--- config.mk ---
export PLATFORM = sky130hd
export DESIGN_NAME = main_ctrl_fsm_flat
export DESIGN_NICKNAME = d
export VERILOG_FILES = /design/src/rtl/main_ctrl_fsm_if.sv /design/src/rtl/main_ctrl_fsm.sv /design/src/flat_wrapper.sv
export SDC_FILE = /design/constraint.sdc
export NUM_CORES = 1
export LEC_CHECK = 0
export BUFFER_PORTS_ARGS = -buffer_cell sky130_fd_sc_hd__clkbuf_2
export CORE_UTILIZATION = 45
export DETAILED_ROUTE_END_ITERATION = 16
export PLACE_DENSITY = 0.86
export SKIP_LAST_GASP = 1
export SYNTH_ARGS = -nofsm -noshare
export SYNTH_HDL_FRONTEND = slang
export SYNTH_SLANG_ARGS = --single-unit
--- constraint.sdc ---
create_clock -name clk -period 2.34 [get_ports clk]
set_clock_uncertainty 0.1 [all_clocks]
set_input_delay 0.117 -clock clk [delete_from_list [all_inputs] [get_ports clk]]
set_output_delay 0.117 -clock clk [all_outputs]
set_load 0.02 [all_outputs]
--- src/rtl/main_ctrl_fsm_if.sv ---
`default_nettype none
// ============================================================================
//  Module      : main_ctrl_fsm_if
//  Description : Bundle of the instruction fields, status flags and control
//                strobes that pass between the main control FSM and the
//                multicycle MIPS datapath.
//                  master : the control FSM (consumes opcode/funct/zero/
//                           mem_ready, drives every enable and select)
//                  slave  : the datapath side (the mirror image)
//  Revision    : 1.0 - initial release
// ============================================================================
interface main_ctrl_fsm_if;
  logic [5:0] opcode;     // IR[31:26]
  logic [5:0] funct;      // IR[5:0]
  logic       zero;       // ALU zero flag
  logic       mem_ready;  // memory has completed the current access

  logic       IorD;
  logic       MemWrite;
  logic       IRWrite;
  logic       RegDst;
  logic       MemtoReg;
  logic       RegWrite;
  logic       ALUSrcA;
  logic [1:0] ALUSrcB;
  logic [1:0] ALUOp;
  logic [1:0] PCSrc;
  logic       PCEn;
  logic       illegal;
  logic [3:0] state;

  modport master (
    input  opcode, funct, zero, mem_ready,
    output IorD, MemWrite, IRWrite, RegDst, MemtoReg, RegWrite,
           ALUSrcA, ALUSrcB, ALUOp, PCSrc, PCEn, illegal, state
  );

  modport slave (
    output opcode, funct, zero, mem_ready,
    input  IorD, MemWrite, IRWrite, RegDst, MemtoReg, RegWrite,
           ALUSrcA, ALUSrcB, ALUOp, PCSrc, PCEn, illegal, state
  );
endinterface
`default_nettype wire

--- src/rtl/main_ctrl_fsm.sv ---
`default_nettype none
// ============================================================================
//  Module      : main_ctrl_fsm
//  Description : Moore main control unit of the multicycle MIPS datapath.
//                Sequences lw, sw, R-type (incl. jr), beq, addi and j
//                through fetch/decode/execute/memory/writeback steps and
//                stalls FETCH, MEMRD and MEMWR on the mem_ready handshake.
//  Ports       : clk  - rising-edge clock
//                rst  - asynchronous, active-high reset (forces outputs 0)
//                bus  - main_ctrl_fsm_if.master: opcode, funct, zero,
//                       mem_ready in; datapath enables/selects, PCEn,
//                       illegal and debug state out
//  Parameters  : MEM_WAIT_EN - 1: wait for mem_ready, 0: treat it as 1
//  Revision    : 1.0 - initial release
// ============================================================================
module main_ctrl_fsm #(
  parameter int MEM_WAIT_EN = 1
) (
  input  logic            clk,
  input  logic            rst,
  main_ctrl_fsm_if.master bus
);

  localparam logic [5:0] c_OP_RTYPE = 6'b000000;
  localparam logic [5:0] c_OP_LW    = 6'b100011;
  localparam logic [5:0] c_OP_SW    = 6'b101011;
  localparam logic [5:0] c_OP_BEQ   = 6'b000100;
  localparam logic [5:0] c_OP_ADDI  = 6'b001000;
  localparam logic [5:0] c_OP_J     = 6'b000010;
  localparam logic [5:0] c_FN_JR    = 6'h08;

  typedef enum logic [3:0] {
    S_FETCH    = 4'd0,
    S_DECODE   = 4'd1,
    S_MEMADR   = 4'd2,
    S_MEMRD    = 4'd3,
    S_MEMWB    = 4'd4,
    S_MEMWR    = 4'd5,
    S_EXECUTE  = 4'd6,
    S_ALUWB    = 4'd7,
    S_BRANCH   = 4'd8,
    S_ADDIEXEC = 4'd9,
    S_ADDIWB   = 4'd10,
    S_JUMP     = 4'd11,
    S_JREXEC   = 4'd12
  } state_t;

  state_t     r_state;

  logic       w_ready;
  logic       w_op_legal;
  logic       w_iord;
  logic       w_memwrite;
  logic       w_irwrite;
  logic       w_regdst;
  logic       w_memtoreg;
  logic       w_regwrite;
  logic       w_alusrca;
  logic [1:0] w_alusrcb;
  logic [1:0] w_aluop;
  logic [1:0] w_pcsrc;
  logic       w_pcwrite;
  logic       w_branch;
  logic       w_illegal;

  // With the handshake disabled every memory access completes in one cycle.
  assign w_ready = (MEM_WAIT_EN != 0) ? bus.mem_ready : 1'b1;

  assign w_op_legal = (bus.opcode == c_OP_LW)    || (bus.opcode == c_OP_SW)  ||
                      (bus.opcode == c_OP_RTYPE) || (bus.opcode == c_OP_BEQ) ||
                      (bus.opcode == c_OP_ADDI)  || (bus.opcode == c_OP_J);

  // --------------------------------------------------------------------------
  // State register and next-state selection
  // --------------------------------------------------------------------------
  always_ff @(posedge clk or posedge rst) begin
    if (rst) begin
      r_state <= S_FETCH;
    end else begin
      case (r_state)
        S_FETCH:    if (w_ready) r_state <= S_DECODE;
        S_DECODE: begin
          case (bus.opcode)
            c_OP_LW, c_OP_SW: r_state <= S_MEMADR;
            c_OP_RTYPE:       r_state <= (bus.funct == c_FN_JR) ? S_JREXEC : S_EXECUTE;
            c_OP_BEQ:         r_state <= S_BRANCH;
            c_OP_ADDI:        r_state <= S_ADDIEXEC;
            c_OP_J:           r_state <= S_JUMP;
            default:          r_state <= S_FETCH;
          endcase
        end
        // Only lw and sw reach MEMADR, so the sw test alone picks the path.
        S_MEMADR:   r_state <= (bus.opcode == c_OP_SW) ? S_MEMWR : S_MEMRD;
        S_MEMRD:    if (w_ready) r_state <= S_MEMWB;
        S_MEMWB:    r_state <= S_FETCH;
        S_MEMWR:    if (w_ready) r_state <= S_FETCH;
        S_EXECUTE:  r_state <= S_ALUWB;
        S_ALUWB:    r_state <= S_FETCH;
        S_BRANCH:   r_state <= S_FETCH;
        S_ADDIEXEC: r_state <= S_ADDIWB;
        S_ADDIWB:   r_state <= S_FETCH;
        S_JUMP:     r_state <= S_FETCH;
        S_JREXEC:   r_state <= S_FETCH;
        default:    r_state <= S_FETCH;  // unused codes recover to FETCH
      endcase
    end
  end

  // --------------------------------------------------------------------------
  // Moore output decode (FETCH also looks at mem_ready, BRANCH at zero)
  // --------------------------------------------------------------------------
  always_comb begin
    w_iord     = 1'b0;
    w_memwrite = 1'b0;
    w_irwrite  = 1'b0;
    w_regdst   = 1'b0;
    w_memtoreg = 1'b0;
    w_regwrite = 1'b0;
    w_alusrca  = 1'b0;
    w_alusrcb  = 2'b00;
    w_aluop    = 2'b00;
    w_pcsrc    = 2'b00;
    w_pcwrite  = 1'b0;
    w_branch   = 1'b0;
    w_illegal  = 1'b0;
    case (r_state)
      S_FETCH: begin
        w_alusrcb = 2'b01;        // PC + 4
        w_irwrite = w_ready;
        w_pcwrite = w_ready;
      end
      S_DECODE: begin
        w_alusrcb = 2'b11;        // branch target precompute
        w_illegal = ~w_op_legal;
      end
      S_MEMADR: begin
        w_alusrca = 1'b1;
        w_alusrcb = 2'b10;
      end
      S_MEMRD: begin
        w_iord = 1'b1;
      end
      S_MEMWB: begin
        w_memtoreg = 1'b1;
        w_regwrite = 1'b1;
      end
      S_MEMWR: begin
        w_iord     = 1'b1;
        w_memwrite = 1'b1;
      end
      S_EXECUTE: begin
        w_alusrca = 1'b1;
        w_aluop   = 2'b10;
      end
      S_ALUWB: begin
        w_regdst   = 1'b1;
        w_regwrite = 1'b1;
      end
      S_BRANCH: begin
        w_alusrca = 1'b1;
        w_aluop   = 2'b01;
        w_pcsrc   = 2'b01;
        w_branch  = 1'b1;
      end
      S_ADDIEXEC: begin
        w_alusrca = 1'b1;
        w_alusrcb = 2'b10;
      end
      S_ADDIWB: begin
        w_regwrite = 1'b1;
      end
      S_JUMP: begin
        w_pcsrc   = 2'b10;
        w_pcwrite = 1'b1;
      end
      S_JREXEC: begin
        // ALU control treats funct 0x08 as ADD, so the PC takes rs + $0.
        w_alusrca = 1'b1;
        w_aluop   = 2'b10;
        w_pcwrite = 1'b1;
      end
      default: begin
      end
    endcase
  end

  // Outputs are held low for as long as reset is asserted, so an abandoned
  // instruction cannot issue a strobe in the reset cycle itself.
  assign bus.IorD     = rst ? 1'b0  : w_iord;
  assign bus.MemWrite = rst ? 1'b0  : w_memwrite;
  assign bus.IRWrite  = rst ? 1'b0  : w_irwrite;
  assign bus.RegDst   = rst ? 1'b0  : w_regdst;
  assign bus.MemtoReg = rst ? 1'b0  : w_memtoreg;
  assign bus.RegWrite = rst ? 1'b0  : w_regwrite;
  assign bus.ALUSrcA  = rst ? 1'b0  : w_alusrca;
  assign bus.ALUSrcB  = rst ? 2'b00 : w_alusrcb;
  assign bus.ALUOp    = rst ? 2'b00 : w_aluop;
  assign bus.PCSrc    = rst ? 2'b00 : w_pcsrc;
  assign bus.PCEn     = rst ? 1'b0  : (w_pcwrite | (w_branch & bus.zero));
  assign bus.illegal  = rst ? 1'b0  : w_illegal;
  assign bus.state    = r_state;

endmodule
`default_nettype wire

--- src/flat_wrapper.sv ---
// flat-port wrapper written by rule: the top's interface ports become plain ports
module main_ctrl_fsm_flat 
#(
  parameter int MEM_WAIT_EN = 1
)
  (clk, rst, bus_opcode, bus_funct, bus_zero, bus_mem_ready, bus_IorD, bus_MemWrite, bus_IRWrite, bus_RegDst, bus_MemtoReg, bus_RegWrite, bus_ALUSrcA, bus_ALUSrcB, bus_ALUOp, bus_PCSrc, bus_PCEn, bus_illegal, bus_state);
  main_ctrl_fsm_if bus_i ();
  input  logic clk;
  input  logic rst;
  input wire logic [$bits(bus_i.opcode)-1:0] bus_opcode;
  input wire logic [$bits(bus_i.funct)-1:0] bus_funct;
  input wire logic [$bits(bus_i.zero)-1:0] bus_zero;
  input wire logic [$bits(bus_i.mem_ready)-1:0] bus_mem_ready;
  output wire logic [$bits(bus_i.IorD)-1:0] bus_IorD;
  output wire logic [$bits(bus_i.MemWrite)-1:0] bus_MemWrite;
  output wire logic [$bits(bus_i.IRWrite)-1:0] bus_IRWrite;
  output wire logic [$bits(bus_i.RegDst)-1:0] bus_RegDst;
  output wire logic [$bits(bus_i.MemtoReg)-1:0] bus_MemtoReg;
  output wire logic [$bits(bus_i.RegWrite)-1:0] bus_RegWrite;
  output wire logic [$bits(bus_i.ALUSrcA)-1:0] bus_ALUSrcA;
  output wire logic [$bits(bus_i.ALUSrcB)-1:0] bus_ALUSrcB;
  output wire logic [$bits(bus_i.ALUOp)-1:0] bus_ALUOp;
  output wire logic [$bits(bus_i.PCSrc)-1:0] bus_PCSrc;
  output wire logic [$bits(bus_i.PCEn)-1:0] bus_PCEn;
  output wire logic [$bits(bus_i.illegal)-1:0] bus_illegal;
  output wire logic [$bits(bus_i.state)-1:0] bus_state;
  assign bus_i.opcode = bus_opcode;
  assign bus_i.funct = bus_funct;
  assign bus_i.zero = bus_zero;
  assign bus_i.mem_ready = bus_mem_ready;
  assign bus_IorD = bus_i.IorD;
  assign bus_MemWrite = bus_i.MemWrite;
  assign bus_IRWrite = bus_i.IRWrite;
  assign bus_RegDst = bus_i.RegDst;
  assign bus_MemtoReg = bus_i.MemtoReg;
  assign bus_RegWrite = bus_i.RegWrite;
  assign bus_ALUSrcA = bus_i.ALUSrcA;
  assign bus_ALUSrcB = bus_i.ALUSrcB;
  assign bus_ALUOp = bus_i.ALUOp;
  assign bus_PCSrc = bus_i.PCSrc;
  assign bus_PCEn = bus_i.PCEn;
  assign bus_illegal = bus_i.illegal;
  assign bus_state = bus_i.state;
  main_ctrl_fsm #(.MEM_WAIT_EN(MEM_WAIT_EN)) u_core (.clk(clk), .rst(rst), .bus(bus_i));
endmodule
==> metrics <==
Fin Setup TNS 0 ps; maxcap violations 0; fin nets roughly 130; row cnt 12; CTS clk-pin slew, worst paths ~40 ps; CTS Buf Count 3; crit-path max FO 15; Least-Margin Pin Slew 618 ps; synthesized area per cell slightly below 7 um2; WS Path Type register to primary output; Initial Utilization ~50%; Tcrit/Tclk final 87.8%; # diodes 0; Detail Route Antenna Nets 0; max_slew headroom 58.8%; Peak Freq slightly below 500 MHz; FILL cells ~110; Post-synth EDFFs 0; HP Class input pin to register; RSZ-0062 raised after global routing no; fraction of layout cells with a size suffix above 1 a little under two fifths; min cycle time layout 2060 ps; GP Congestion between 0.8 and 0.9; cell area after synthesis ~600 um2; average wire per standard cell approximately 12 um; worst path bufs/invs 1; critical path data arrival time around 1800 ps; Post-synth ARST share 100%; CP endpoint kind primary output; die width about 39 um; outcome finished clean; sequential area share after synthesis roughly 17%; DRC 0; H-tree depth 1; drt total wl ~1.6 mm; Unique masters post-synth 35; worst skew pair latency around 240 ps; via-per-instance ratio between 5 and 6; GR Overflow Total 0; post-CTS sizing 0; area grow syn2layout 32.5%; highest cell delay on the worst timing path around 580 ps; Finished Core Util about two thirds; final instance count without filler cells 130; pre-CTS setup slack ~560 ps; final setup fails 0; Startpoint Class register; CP Cell Sequence or3b_2, nor4_1, clkbuf_2; DRT Pass-1 Iters 4; final hold vios 0; Synth Register Bits 4; GRT Total Usage approximately 24%; Critical Path RT about 2100 ps; leading cell types in the layout, fill and taps excluded clkbuf_2, nor2_1, nor3_1; clock root buffer clkbuf_4; largest net degree at the start of global routing 22; die height slightly below 40 um; Clock Sinks 4; largest delay contributor family on the critical path simple AND/OR/NAND/NOR gates; first-pass GRT wire length around 2.5 mm; Yosys warning total 0; Vias 757; cell count after synthesis 87; I/O pins 35; pwr/cell area approximately 750 nW/um2; initial antenna violation count 0; die area ~1500 um2; PnR worst setup slack approximately 280 ps; Port Buf Inserts 34; vias in the first global route between 500 and 600; CTS tree yes; worst-case clock buffer depth 2; worst IR drop on VDD 0.000341 V; static leakage ~0.37 nW; drt initial violations 25; commonest non-fill, non-tap cell in the layout clkbuf_2; placed cells about 130; max reg flops 4; crit path max-delay cell type dfrtp_1; total power between 0.0005 and 0.0006 W; Post-synth top flop dfrtp_1; fin. max-slew vios 0; hpwl dp 1.15 mm; Core Footprint between 1000 and 1500 um2; Synth Net Count between 100 and 150
==> worst register-to-register path: stages, from the launching register on <==
cell     delay [ps]
dfrtp_1         580
or3b_2          540
nor4b_1         260
a21oi_1          70
nor2_1           90
==> cell families (layout without fill, tap and decap cells) <==
kind of cell	count (synthesis)	count (layout)	share of synthesized area [%]
fa+ha+maj	1	1	1.67
buf+inv	14	43	9.58
flops	4	4	16.7
mux	1	1	1.87
xor+xnor	3	3	4.38
simple gates	46	46	43.3
compound gates	18	18	22.5
==> power breakdown <==
group	switching [W]	internal [W]	total, W
registers	0.0000474	0.0000867	0.000134
clock network	0.0000332	0.0000577	0.0000909
logic	0.000220	0.000150	0.000371
total	0.000301	0.000295	0.000596
==> timing repair <==
action / in CTS / in global routing
hold buffers: 1 / 0
hold endpoints to repair: 4 / 0
setup buffers: 0 / 0
==> path summary, 6_finish.rpt <==
kind,startpoint,endpoint,slack (ps),cells past startpoint
hold / removal,bus_opcode[2],u_core.bus.state[0]$_DFFE_PP0P_,220,4
setup / recovery,u_core.bus.state[0]$_DFFE_PP0P_,bus_illegal,280,3
hold reg to reg,u_core.bus.state[2]$_DFFE_PP0P_,u_core.bus.state[2]$_DFFE_PP0P_,490,2
min in group asynchronous,rst,u_core.bus.state[3]$_DFFE_PP0P_,370,3
setup reg to reg,u_core.bus.state[0]$_DFFE_PP0P_,u_core.bus.state[0]$_DFFE_PP0P_,630,4
max in group asynchronous,rst,u_core.bus.state[2]$_DFFE_PP0P_,1590,3
==> synthesized netlist by cell type (3+ instances only) <==
cell / n / area (um2)
clkbuf_1: 7 / 26.3
nor4_1: 6 / 37.5
nand2b_1: 3 / 18.8
a21oi_1: 6 / 30.0
inv_1: 3 / 11.3
nand2_1: 3 / 11.3
nor3_1: 10 / 50.1
nor2_1: 11 / 41.3
xnor2_1: 3 / 26.3
dfrtp_1: 4 / 100
==> per-layer routing <==
layer	vias to the layer above	global-route usage, %	wire length [um]
met4	0	13.8	29
met5	-	0	0
met2	26	36.7	757
li1	387	-	-
met1	340	31.5	702
met3	4	5.23	76
==> per-stage QoR <==
step,instance area [um2],hold slack [ps]
2_1_floorplan,607,7.07
3_3_place_gp,763,41.2
3_5_place_dp,763,53.0
4_1_cts,796,211
5_1_grt,796,252
6_report,796,216
==> final cells by class <==
| cell class | instances | area [um2] | share of cell area [%] |
|---|---|---|---|
| inverters | 3 | 11.3 | 1.42 |
| flip-flops and latches | 4 | 100 | 12.6 |
| clock buffers | 3 | 22.5 | 2.83 |
| repair buffers | 37 | 195 | 24.5 |
| multi-input cells | 69 | 449 | 56.4 |
| well taps | 14 | 17.5 | 2.20 |
(Power assumes the default switching activity.)
